**config.mk**
```make
export PLATFORM = sky130hd
export DESIGN_NAME = motion_ctl
export DESIGN_NICKNAME = d
export VERILOG_FILES = /design/src/rtl/motion_ctl.sv
export SDC_FILE = /design/constraint.sdc
export NUM_CORES = 1
export LEC_CHECK = 0
export ABC_AREA = 1
export CORE_ASPECT_RATIO = 2
export CORE_UTILIZATION = 56
export CTS_BUF_LIST = sky130_fd_sc_hd__clkbuf_16
export DETAILED_ROUTE_END_ITERATION = 16
export PLACE_DENSITY = 0.81
export SLEW_MARGIN = 20
export SYNTH_ARGS = -nofsm -noshare
export SYNTH_HDL_FRONTEND = slang
export SYNTH_SLANG_ARGS = --single-unit
```
**constraint.sdc**
```tcl
create_clock -name clk -period 5.17 [get_ports clk]
set_input_delay 0.7755 -clock clk [delete_from_list [all_inputs] [get_ports clk]]
set_output_delay 0.7755 -clock clk [all_outputs]
set_load 0.02 [all_outputs]
```
**src/rtl/motion_ctl.sv**
```systemverilog
// -----------------------------------------------------------------------------
// motion_ctl -- speed/steering controller for a small IR-commanded vehicle.
//
// Commands from the IR decoder go into a one-entry latch. A free-running
// divider produces a tick every CLK_HZ/TICK_HZ clocks. On each tick the
// latched command is applied to a signed speed setpoint (sp) or to the
// steering servo, and the actual speed (act) ramps toward sp by at most STEP.
// The speed magnitude and direction are derived from act, so a reversal always
// passes through zero. Obstacle status is evaluated on every clock. A blocking
// sample clamps forward motion to zero on the next edge, without ramping.
//
// FSM: OFF(0) -> RUN(1) on "on"; RUN -> BLOCKED(2) on a blocking obstacle
// sample; BLOCKED -> RUN on a clear obstacle sample; any state -> OFF on "off".
// If an "off" command, an obstacle sample and a latched command coincide on
// one tick, "off" wins, then the obstacle, then the command.
//
// Optional feature: define MOTION_CTL_WATCHDOG_EN to enable a command-loss
// watchdog. In RUN/BLOCKED it counts ticks with no accepted command. After
// WDOG_TICKS such ticks it zeroes sp, and act then ramps down. Without the
// macro, sp holds indefinitely and no watchdog logic is built.
//
// Ports:
//   clk          in   system clock, all logic on the rising edge
//   rst          in   synchronous active-high reset
//   cmd_valid    in   command strobe from the IR decoder
//   cmd[2:0]     in   000 on, 001 off, 010 fwd, 011 rev,
//                     100 left, 101 right, 110 stop, 111 centre
//   cmd_ready    out  command latch is empty and can take a command
//   obst_valid   in   obstacle status is valid this clock
//   can_move_fwd in   no obstacle ahead (qualified by obst_valid)
//   motor_dc     out  speed magnitude |act|
//   direction    out  1 = forward (act >= 0), 0 = reverse
//   servo_dc     out  steering duty cycle
//   ctl_valid    out  one-clock strobe on the clock after each tick
//   state[1:0]   out  current FSM state
// -----------------------------------------------------------------------------
module motion_ctl #(
    parameter int CLK_HZ     = 25000000,
    parameter int TICK_HZ    = 256,
    parameter int DC_W       = 8,
    parameter int STEP       = 1,
    parameter int SERVO_MIN  = 0,
    parameter int SERVO_MAX  = 2**DC_W - 1,
    parameter int SERVO_CTR  = 2**(DC_W-1),
    parameter int WDOG_TICKS = 64
) (
    input  logic            clk,
    input  logic            rst,
    input  logic            cmd_valid,
    input  logic [2:0]      cmd,
    output logic            cmd_ready,
    input  logic            obst_valid,
    input  logic            can_move_fwd,
    output logic [DC_W-1:0] motor_dc,
    output logic            direction,
    output logic [DC_W-1:0] servo_dc,
    output logic            ctl_valid,
    output logic [1:0]      state
);

    // Elaboration-time sanity checks on the configuration.
    if (CLK_HZ / TICK_HZ < 1) begin : g_bad_div
        $error("CLK_HZ/TICK_HZ must be at least 1");
    end
    if (WDOG_TICKS < 1) begin : g_bad_wdog
        $error("WDOG_TICKS must be at least 1");
    end

    localparam int DIV   = CLK_HZ / TICK_HZ;
    localparam int DIV_W = (DIV > 1) ? $clog2(DIV) : 1;

    // sp/act hold +-(2^DC_W-1), so DC_W+1 signed bits. Intermediate sums need
    // one extra bit so that saturation can see the overflow.
    localparam int SP_W = DC_W + 1;
    localparam int EX_W = DC_W + 2;

    localparam logic signed [EX_W-1:0] LIM_X  = EX_W'(2**DC_W - 1);
    localparam logic signed [EX_W-1:0] STEP_X = EX_W'(STEP);

    localparam logic [DC_W:0]   SV_MIN  = (DC_W+1)'(SERVO_MIN);
    localparam logic [DC_W:0]   SV_MAX  = (DC_W+1)'(SERVO_MAX);
    localparam logic [DC_W:0]   SV_STEP = (DC_W+1)'(STEP);
    localparam logic [DC_W-1:0] SV_CTR  = DC_W'(SERVO_CTR);

    localparam logic [2:0] CMD_ON    = 3'b000;
    localparam logic [2:0] CMD_OFF   = 3'b001;
    localparam logic [2:0] CMD_FWD   = 3'b010;
    localparam logic [2:0] CMD_REV   = 3'b011;
    localparam logic [2:0] CMD_LEFT  = 3'b100;
    localparam logic [2:0] CMD_RIGHT = 3'b101;
    localparam logic [2:0] CMD_STOP  = 3'b110;
    localparam logic [2:0] CMD_CTR   = 3'b111;

    typedef enum logic [1:0] {
        S_OFF     = 2'd0,
        S_RUN     = 2'd1,
        S_BLOCKED = 2'd2
    } state_t;

    // -------------------------------------------------------------------------
    // Arithmetic helpers
    // -------------------------------------------------------------------------
    function automatic logic signed [EX_W-1:0] ext(input logic signed [SP_W-1:0] v);
        return $signed({v[SP_W-1], v});
    endfunction

    function automatic logic signed [SP_W-1:0] sat_sp(input logic signed [EX_W-1:0] v);
        if (v > LIM_X)
            return SP_W'(LIM_X);
        else if (v < -LIM_X)
            return SP_W'(-LIM_X);
        else
            return SP_W'(v);
    endfunction

    // Move a toward s by at most STEP; land exactly on s rather than overshoot.
    function automatic logic signed [SP_W-1:0] ramp(input logic signed [SP_W-1:0] a,
                                                    input logic signed [SP_W-1:0] s);
        logic signed [EX_W-1:0] ax;
        logic signed [EX_W-1:0] sx;
        ax = ext(a);
        sx = ext(s);
        if (ax < sx)
            return (sx - ax > STEP_X) ? SP_W'(ax + STEP_X) : s;
        else if (ax > sx)
            return (ax - sx > STEP_X) ? SP_W'(ax - STEP_X) : s;
        else
            return a;
    endfunction

    // min(v, 0)
    function automatic logic signed [SP_W-1:0] clamp_nonpos(input logic signed [SP_W-1:0] v);
        return v[SP_W-1] ? v : '0;
    endfunction

    function automatic logic [DC_W-1:0] mag(input logic signed [SP_W-1:0] v);
        return v[SP_W-1] ? DC_W'(-v) : DC_W'(v);
    endfunction

    function automatic logic [DC_W-1:0] servo_left(input logic [DC_W-1:0] s);
        logic [DC_W:0] sx;
        sx = {1'b0, s};
        return (sx < SV_MIN + SV_STEP) ? DC_W'(SV_MIN) : DC_W'(sx - SV_STEP);
    endfunction

    function automatic logic [DC_W-1:0] servo_right(input logic [DC_W-1:0] s);
        logic [DC_W:0] sx;
        sx = {1'b0, s};
        return (sx + SV_STEP > SV_MAX) ? DC_W'(SV_MAX) : DC_W'(sx + SV_STEP);
    endfunction

    // -------------------------------------------------------------------------
    // Tick divider
    // -------------------------------------------------------------------------
    logic [DIV_W-1:0] div_q;
    logic             tick;

    assign tick = (div_q == DIV_W'(DIV - 1));

    always_ff @(posedge clk) begin
        if (rst)
            div_q <= '0;
        else
            div_q <= tick ? '0 : div_q + 1'b1;
    end

    // -------------------------------------------------------------------------
    // One-entry command latch
    // -------------------------------------------------------------------------
    logic       latch_full;
    logic       latch_nx;
    logic       accept;
    logic       cmd_now;
    logic [2:0] cmd_q;

    assign accept   = cmd_valid && cmd_ready;
    // The latched command is consumed by the tick. A command accepted on the
    // tick edge itself waits for the following tick.
    assign cmd_now  = tick && latch_full;
    assign latch_nx = (latch_full && !tick) || accept;

    always_ff @(posedge clk) begin
        if (rst) begin
            latch_full <= 1'b0;
            cmd_ready  <= 1'b0;
        end else begin
            latch_full <= latch_nx;
            cmd_ready  <= !latch_nx;
        end
    end

    always_ff @(posedge clk) begin
        if (accept)
            cmd_q <= cmd;
    end

    // -------------------------------------------------------------------------
    // FSM and datapath
    // -------------------------------------------------------------------------
    state_t                 state_q;
    state_t                 state_nx;
    logic signed [SP_W-1:0] sp_q;
    logic signed [SP_W-1:0] sp_nx;
    logic signed [SP_W-1:0] act_q;
    logic signed [SP_W-1:0] act_nx;
    logic [DC_W-1:0]        servo_q;
    logic [DC_W-1:0]        servo_nx;
    logic                   blocking;
    logic                   clearing;

    assign blocking = obst_valid && !can_move_fwd;
    assign clearing = obst_valid && can_move_fwd;

`ifdef MOTION_CTL_WATCHDOG_EN
    localparam int WD_W = $clog2(WDOG_TICKS + 1);

    logic [WD_W-1:0] wdog_q;
    logic            wdog_hit;

    // Fires on the tick that would complete WDOG_TICKS command-free ticks.
    assign wdog_hit = tick && (state_q != S_OFF) && !latch_full && !accept
                      && (wdog_q == WD_W'(WDOG_TICKS - 1));

    always_ff @(posedge clk) begin
        if (rst || state_q == S_OFF || accept)
            wdog_q <= '0;
        else if (tick) begin
            if (latch_full)
                wdog_q <= '0;
            else if (wdog_q != WD_W'(WDOG_TICKS))
                wdog_q <= wdog_q + 1'b1;
        end
    end
`endif

    always_ff @(posedge clk) begin
        if (rst)
            state_q <= S_OFF;
        else
            state_q <= state_nx;
    end

    always_comb begin
        state_nx = state_q;
        sp_nx    = sp_q;
        act_nx   = act_q;
        servo_nx = servo_q;

        if (cmd_now && cmd_q == CMD_OFF) begin
            state_nx = S_OFF;
            sp_nx    = '0;
            act_nx   = '0;
            servo_nx = SV_CTR;
        end else begin
            case (state_q)
                S_OFF: begin
                    sp_nx    = '0;
                    act_nx   = '0;
                    servo_nx = SV_CTR;
                    if (cmd_now && cmd_q == CMD_ON)
                        state_nx = S_RUN;
                end
                S_RUN: begin
                    if (blocking)
                        state_nx = S_BLOCKED;
                end
                S_BLOCKED: begin
                    if (clearing)
                        state_nx = S_RUN;
                end
                default: state_nx = S_OFF;
            endcase

            // Blocking takes effect immediately, no ramp.
            if (state_nx == S_BLOCKED) begin
                sp_nx  = clamp_nonpos(sp_nx);
                act_nx = clamp_nonpos(act_nx);
            end

            if (tick && state_q != S_OFF) begin
                if (cmd_now) begin
                    case (cmd_q)
                        CMD_FWD:   sp_nx    = sat_sp(ext(sp_nx) + STEP_X);
                        CMD_REV:   sp_nx    = sat_sp(ext(sp_nx) - STEP_X);
                        CMD_STOP:  sp_nx    = '0;
                        CMD_LEFT:  servo_nx = servo_left(servo_nx);
                        CMD_RIGHT: servo_nx = servo_right(servo_nx);
                        CMD_CTR:   servo_nx = SV_CTR;
                        default:   ;  // "on" while already running is a no-op
                    endcase
                end
`ifdef MOTION_CTL_WATCHDOG_EN
                if (wdog_hit)
                    sp_nx = '0;
`endif
                if (state_nx == S_BLOCKED)
                    sp_nx = clamp_nonpos(sp_nx);
                act_nx = ramp(act_nx, sp_nx);
            end
        end
    end

    always_ff @(posedge clk) begin
        if (rst) begin
            sp_q    <= '0;
            act_q   <= '0;
            servo_q <= SV_CTR;
        end else begin
            sp_q    <= sp_nx;
            act_q   <= act_nx;
            servo_q <= servo_nx;
        end
    end

    // -------------------------------------------------------------------------
    // Registered outputs
    // -------------------------------------------------------------------------
    always_ff @(posedge clk) begin
        if (rst) begin
            motor_dc  <= '0;
            direction <= 1'b1;
            ctl_valid <= 1'b0;
        end else begin
            motor_dc  <= mag(act_nx);
            direction <= !act_nx[SP_W-1];
            ctl_valid <= tick;
        end
    end

    assign servo_dc = servo_q;
    assign state    = state_q;

endmodule

```
# Word-level counts from Yosys, hierarchy flattened

Index checks and enable logic that the tools add are counted.

Output and inout bits: 21
Logic and storage cells: 102
Register bits after elaboration: 60

$lt $le $gt $ge: 10
$add $sub $neg: 10
Reduce and logical (&&, ||, !) cells: 18
Eq/ne operators: 11
Multiplexer cells: 42

Operators with widths:

| operator                                                              | number |
|---|---|
| 9-bit two-way mux                                                     | 28 |
| 8-bit two-way mux                                                     | 7 |
| 9-bit one-hot mux with 3 select lines                                 | 1 |
| 8-bit one-hot mux with 3 select lines                                 | 1 |
| 10-bit by 2-bit > comparator with 1-bit output, second input constant | 2 |
| 10-bit by 9-bit > comparator with 1-bit output, second input constant | 2 |
| 10-bit by 9-bit < comparator with 1-bit output, second input constant | 2 |
| 9-bit by 9-bit subtractor with 10-bit output                          | 2 |
| 17-bit by 1-bit adder with 17-bit output, second input constant       | 1 |
| 17-bit == test, second input constant                                 | 1 |
| 3-bit == test, second input constant                                  | 4 |
| 9-bit by 2-bit adder with 10-bit output, second input constant        | 1 |
| 9-bit by 2-bit subtractor with 10-bit output, second input constant   | 1 |
| 8-bit by 1-bit adder with 9-bit output, second input constant         | 1 |
| 9-bit by 2-bit adder with 9-bit output, second input constant         | 1 |
| 9-bit by 8-bit > comparator with 1-bit output, second input constant  | 1 |
| 9-bit > comparator                                                    | 1 |
| 9-bit < comparator                                                    | 1 |
| 9-bit by 2-bit subtractor with 9-bit output, second input constant    | 1 |
| 1-bit logical AND                                                     | 8 |
| 8-bit by 1-bit < comparator with 1-bit output, second input constant  | 1 |
| 2-bit two-way mux                                                     | 4 |
| 8-bit negator                                                         | 1 |
| 8-bit by 1-bit subtractor with 8-bit output, second input constant    | 1 |
| 11 further kinds                                                      | 17 |

# Logic depth before layout (Yosys ltp)

Word-level depth: 30
Depth in mapped cells: 49

# Worst setup path before layout

OpenSTA, ideal clock, no wires.

Path kind: input to register
Start point: in obst_valid
End point: reg motor_dc[6]
Arrival: 5315 ps
Stages on the path: 45
Setup time: 122 ps
Path slack: -266 ps
Cells stage by stage: nand3_1 > nand2_1 > nand3_2 > buf_6 > buf_8 > nand2_1 > inv_1 > ha_1 > nand3_1 > nor2_1 > nand2_1 > a21oi_1 > nand2_1 > inv_1 > nand2_1 > nand2_2 > nand2_4 > nand3_1 > (+9 left out) > nand3_1 > nand2_1 > a21oi_1 > o21bai_1 > nand2_1 > o21ai_0 > a21oi_1 > nand2_1 > nand2_1 > clkinv_1 > o21bai_1 > nand2_1 > a21oi_2 > inv_1 > ha_1 > nand3_1 > o21a_1 > a21oi_1

Word-level cells in the longest chain between the ends: 28
Elaborated cells between the ends (all ways): 45
Those cells by class: add/sub: 7; order compare: 8; eq/ne: 1; mux: 27; reduce/logical: 2

Ends and longest elaborated chain:

| element                                                                                                 | RTL line | text |
|---|---|---|
| start: declaration                                                                                      | 52       | `input logic obst_valid,` |
| 1-bit logical AND, on equally long branches                                                             | 212, 211 |  |
| 2-bit two-way mux, on equally long branches                                                             | 268, 264 |  |
| 2-bit one-hot mux with 3 select lines (*)                                                               | 255      | `case (state_q)` |
| 2-bit two-way mux (*)                                                                                   | 249      | `if (cmd_now && cmd_q == CMD_OFF) begin` |
| 2-bit == test (*)                                                                                       | 275, 296 |  |
| 9-bit two-way mux                                                                                       | 275      | `if (state_nx == S_BLOCKED) begin` |
| 9-bit two-way mux                                                                                       | 249      |  |
| 9-bit by 2-bit subtractor with 10-bit output or 9-bit by 2-bit adder with 10-bit output (tied branches) | 284, 283 |  |
| (+12 left out)                                                                                          | --       |  |
| 10-bit by 2-bit > comparator with 1-bit output                                                          | 126      | `return (ax - sx > STEP_X) ? SP_W'(ax - STEP_X) : s;` |
| 9-bit two-way mux                                                                                       | 126      |  |
| 9-bit two-way mux                                                                                       | 125      | `else if (ax > sx)` |
| 9-bit two-way mux                                                                                       | 123      | `if (ax < sx)` |
| 9-bit two-way mux (*)                                                                                   | 280      | `if (tick && state_q != S_OFF) begin` |
| 9-bit two-way mux (*)                                                                                   | 249      |  |
| 8-bit negator                                                                                           | 137      | `return v[SP_W-1] ? DC_W'(-v) : DC_W'(v);` |
| 8-bit two-way mux (*)                                                                                   | 137      |  |
| end signal: assignment                                                                                  | 324      | `motor_dc <= mag(act_nx);` |
| end: declaration                                                                                        | 54       | `output logic [DC_W-1:0] motor_dc,` |

Mark *: on every way between the ends. The rest lies on a longest branch, timed or not. The select of a mux whose other input is x is not followed.
A chain may end at the register's enable or synchronous reset.

# Worst setup path in the final report

Start point: in obst_valid
End point: reg motor_dc[4]

The elaborated chain is that of the path after synthesis.

==> key figures <==
Worst hold path
  – Hold endpoint: div_q[0]
  – Worst hold start: div_q[0]
  – Hold WC Path Type: reg -> reg
  – Worst hold stages: 1

STA
  – Worst Skew: around 0.0097 ns
  – FMAX: about 190 MHz
  – Min Hold Slack: approximately 0.45 ns
  – Final Hold Viols: 0
  – Slew HR: about two fifths
  – Final worst path period need: 5.21 ns
  – Final setup vio count: 3
  – RSZ-0062 raised after global routing: yes
  – Slew of the pin with the lowest slew margin: 0.915 ns
  – Count of pins over their slew limit: 0
  – Final period utilization: 101%
  – PnR worst setup slack: -0.0443 ns

Routing
  – Routed WL: between 20000 and 25000 µm
  – Remaining routing DRC violations: 0
  – Drt pass-1 iters: 7
  – Via count: between 7000 and 8000
  – DR iter-0 viols: roughly 590
  – Routed length per placed instance: roughly 19 µm
  – Antenna violation net count after detailed routing: 0
  – Via density: roughly 5.9

Floorplan
  – Boundary Pins: 29
  – # rows: 51
  – Core Area: a little under 10000 µm²
  – Die extent in y: 143 µm
  – Die X: 72.7 µm
  – DIE AREA: around 10000 µm²
  – Initial Util: 57.7%

Synthesis
  – Top cells by count, synth: nand2_1, inv_1, nor2_1
  – Fraction of registers with async set/reset: 0%
  – Post-synth EDFFs: 3
  – Top cell type's share of synthesized area: between 20% and 30%
  – Most used DFF post-synth: dfxtp_1
  – Syn Area/Cell: about 6.3 µm²
  – Most frequent cell after synthesis: nand2_1
  – Top cells by area, synth: dfxtp_1, nand2_1, inv_1
  – Syn_nets: 931
  – Number of synthesis warnings: 0
  – Seq/Total Area, Yosys: a little over a fifth
  – Synth Register Bits: 59
  – Post-synthesis cell area: approximately 5600 µm²
  – Mapped Cells: around 890
  – Post-synth top area cell: dfxtp_1
  – Netlist cell types: 54

Critical path
  – CP Class: in -> reg
  – Crit-path slowest cell: o21ai_1
  – Reg2Reg Setup Slack: -0.01 ns
  – Register-to-Register Path Depth: 38
  – Critical path data required time: 5.42 ns
  – Arrival time at the worst endpoint: roughly 5.5 ns
  – Family with the most delay on the worst path: simple AND/OR/NAND/NOR gates
  – Slowest stage delay, CP: 0.34 ns
  – CP bufs+invs: 9
  – Critical Path Sink Type: flip-flop
  – Worst Setup Start Kind: input port
  – Reg2reg end: motor_dc[4]
  – CP max FO: 7
  – RR Startpoint: state[0]

Clock tree
  – CTS Buffer Depth: 2
  – Clk sinks: 59
  – Clock slew at reported path FFs: roughly 0.05 ns
  – Total CTS buffers: 9
  – CTS tree: done
  – Clock Latency Late Sink: ~0.33 ns
  – H-tree levels: 3
  – Hold-fix buffers at CTS: 0
  – Root Buffer: clkbuf_16

Status
  – Failing checks: setup timing
  – Outcome: finished, violations left

GRT
  – GRT Total Usage: 39.7%
  – First-pass GRT wire length: roughly 31000 µm
  – Largest net degree at the start of global routing: 18
  – Initial antenna violation count: 0
  – Gr ovfl total: 0
  – Vias in the first global route: 6842

Final layout
  – Final Non-Filler Cells: about 1200
  – Final nets: roughly 1100
  – Synth-to-Final Area Change: 44.5%
  – Share of layout cells above drive strength 1: between 30% and 40%
  – ANT cells: 0
  – Multi-input combinational cell area: around 4300 µm²
  – FILL cells: between 500 and 600
  – FF+latch area: ~1200 µm²

Place
  – HPWL reported at the end of detailed placement: ~15000 µm
  – IO buf count: 28
  – Routability congestion estimate: between 0.9 and 1
  – Post-Place Cells: 1173

Power and ir drop
  – Worst VDD drop: ~0.26 mV
  – P_leak: between 3 and 4 nW
  – Power density over cell area: approximately 130 nW/µm²
  – Power Total: approximately 1.1 mW

Job
  – Max-Cap Viols: 0
-- layout by cell type, fill, tap and decap left out, types with 15 or more instances in the layout --
| master | count |
|---|---|
| nand2_1 | 173 |
| buf_4 | 160 |
| inv_1 | 111 |
| nor2_1 | 75 |
| a21oi_1 | 58 |
| dfxtp_1 | 54 |
| nand3_1 | 46 |
| nand2_2 | 36 |
| o21ai_0 | 35 |
| xor2_1 | 26 |
| clkdlybuf4s50_1 | 26 |
| nor3_1 | 22 |
| nand3_2 | 20 |
| inv_2 | 18 |
| a21oi_2 | 17 |
| ha_1 | 17 |
| nor2_2 | 15 |
-- per-stage QoR --
| step | TNS (ns) | instance area [µm²] | utilization [%] | setup WS, ns |
|---|---|---|---|---|
| 6_report | -0.0671 | 8080 | 83.3 | -0.0443 |
| 5_1_grt | -3.10 | 8080 | 83.3 | -0.388 |
| 4_1_cts | 0 | 7560 | 77.9 | 0.00174 |
| 3_5_place_dp | -9.02 | 7000 | 72.2 | -0.892 |
| 3_3_place_gp | -7.36 | 7000 | 72.2 | -0.781 |
| 2_1_floorplan | 0 | 5630 | - | 0.000645 |
-- where the power goes --
group	switching (mW)	total, mW	internal [mW]
sequential	0.00368	0.466	0.463
clock	0.211	0.577	0.366
combinational	0.0250	0.0390	0.0140
total	0.239	1.08	0.843
-- cells by family after synthesis --
kind of cell | share of synthesized area (%)
fa+ha+maj | 7.20
compound gates | 16.8
xor+xnor | 5.32
simple gates | 37.7
buf+inv | 11.4
flops | 21.7
-- area by class of cell --
| cell class | instances | area share [%] |
|---|---|---|
| clock buffers | 9 | 2.79 |
| clock inverters | 7 | 0.743 |
| inverters | 138 | 6.63 |
| multi-input cells | 677 | 53.3 |
| flip-flops and latches | 59 | 15.1 |
| well taps | 132 | 2.04 |
| repair buffers | 196 | 19.4 |
-- timing repair --
item / CTS / global route
gates cloned: 0 / 1
gates resized for setup: 50 / 113
pin swaps: 16 / 74
endpoints found under the setup margin: 15 / 17
buffers inserted: 7 / 23
-- flip-flops by register name, summed over array words and instances (netlist names) --
signal / cells
div_q: 17
act_q: 9
sp_q: 9
servo_dc: 8
motor_dc: 7
cmd_q: 3
state: 2
cmd_ready: 1
ctl_valid: 1
direction: 1
latch_full: 1
-- how the worst max path moves through the flow --
stage | endpoint | from | cells after the start | slack (ns)
after global placement | motor_dc[6] | obst_valid | 38 | -0.78
final | motor_dc[4] | obst_valid | 38 | -0.04
after floorplan | motor_dc[6] | obst_valid | 42 | 0.0006
after detailed placement | motor_dc[6] | obst_valid | 38 | -0.89
after global routing | motor_dc[7] | obst_valid | 43 | -0.39
after CTS | motor_dc[7] | obst_valid | 41 | 0.002
-- layer usage --
| layer | part of all wire (%) | track usage, % | vias to the layer above |
|---|---|---|---|
| met5 | 0 | 0 | - |
| met4 | 11 | 36.2 | 0 |
| met3 | 7.9 | 6.31 | 201 |
| met2 | 49 | 73.2 | 434 |
| met1 | 32 | 35.6 | 3239 |
| li1 | - | - | 3283 |
No activity file was read; power rests on OpenSTA's default activity.
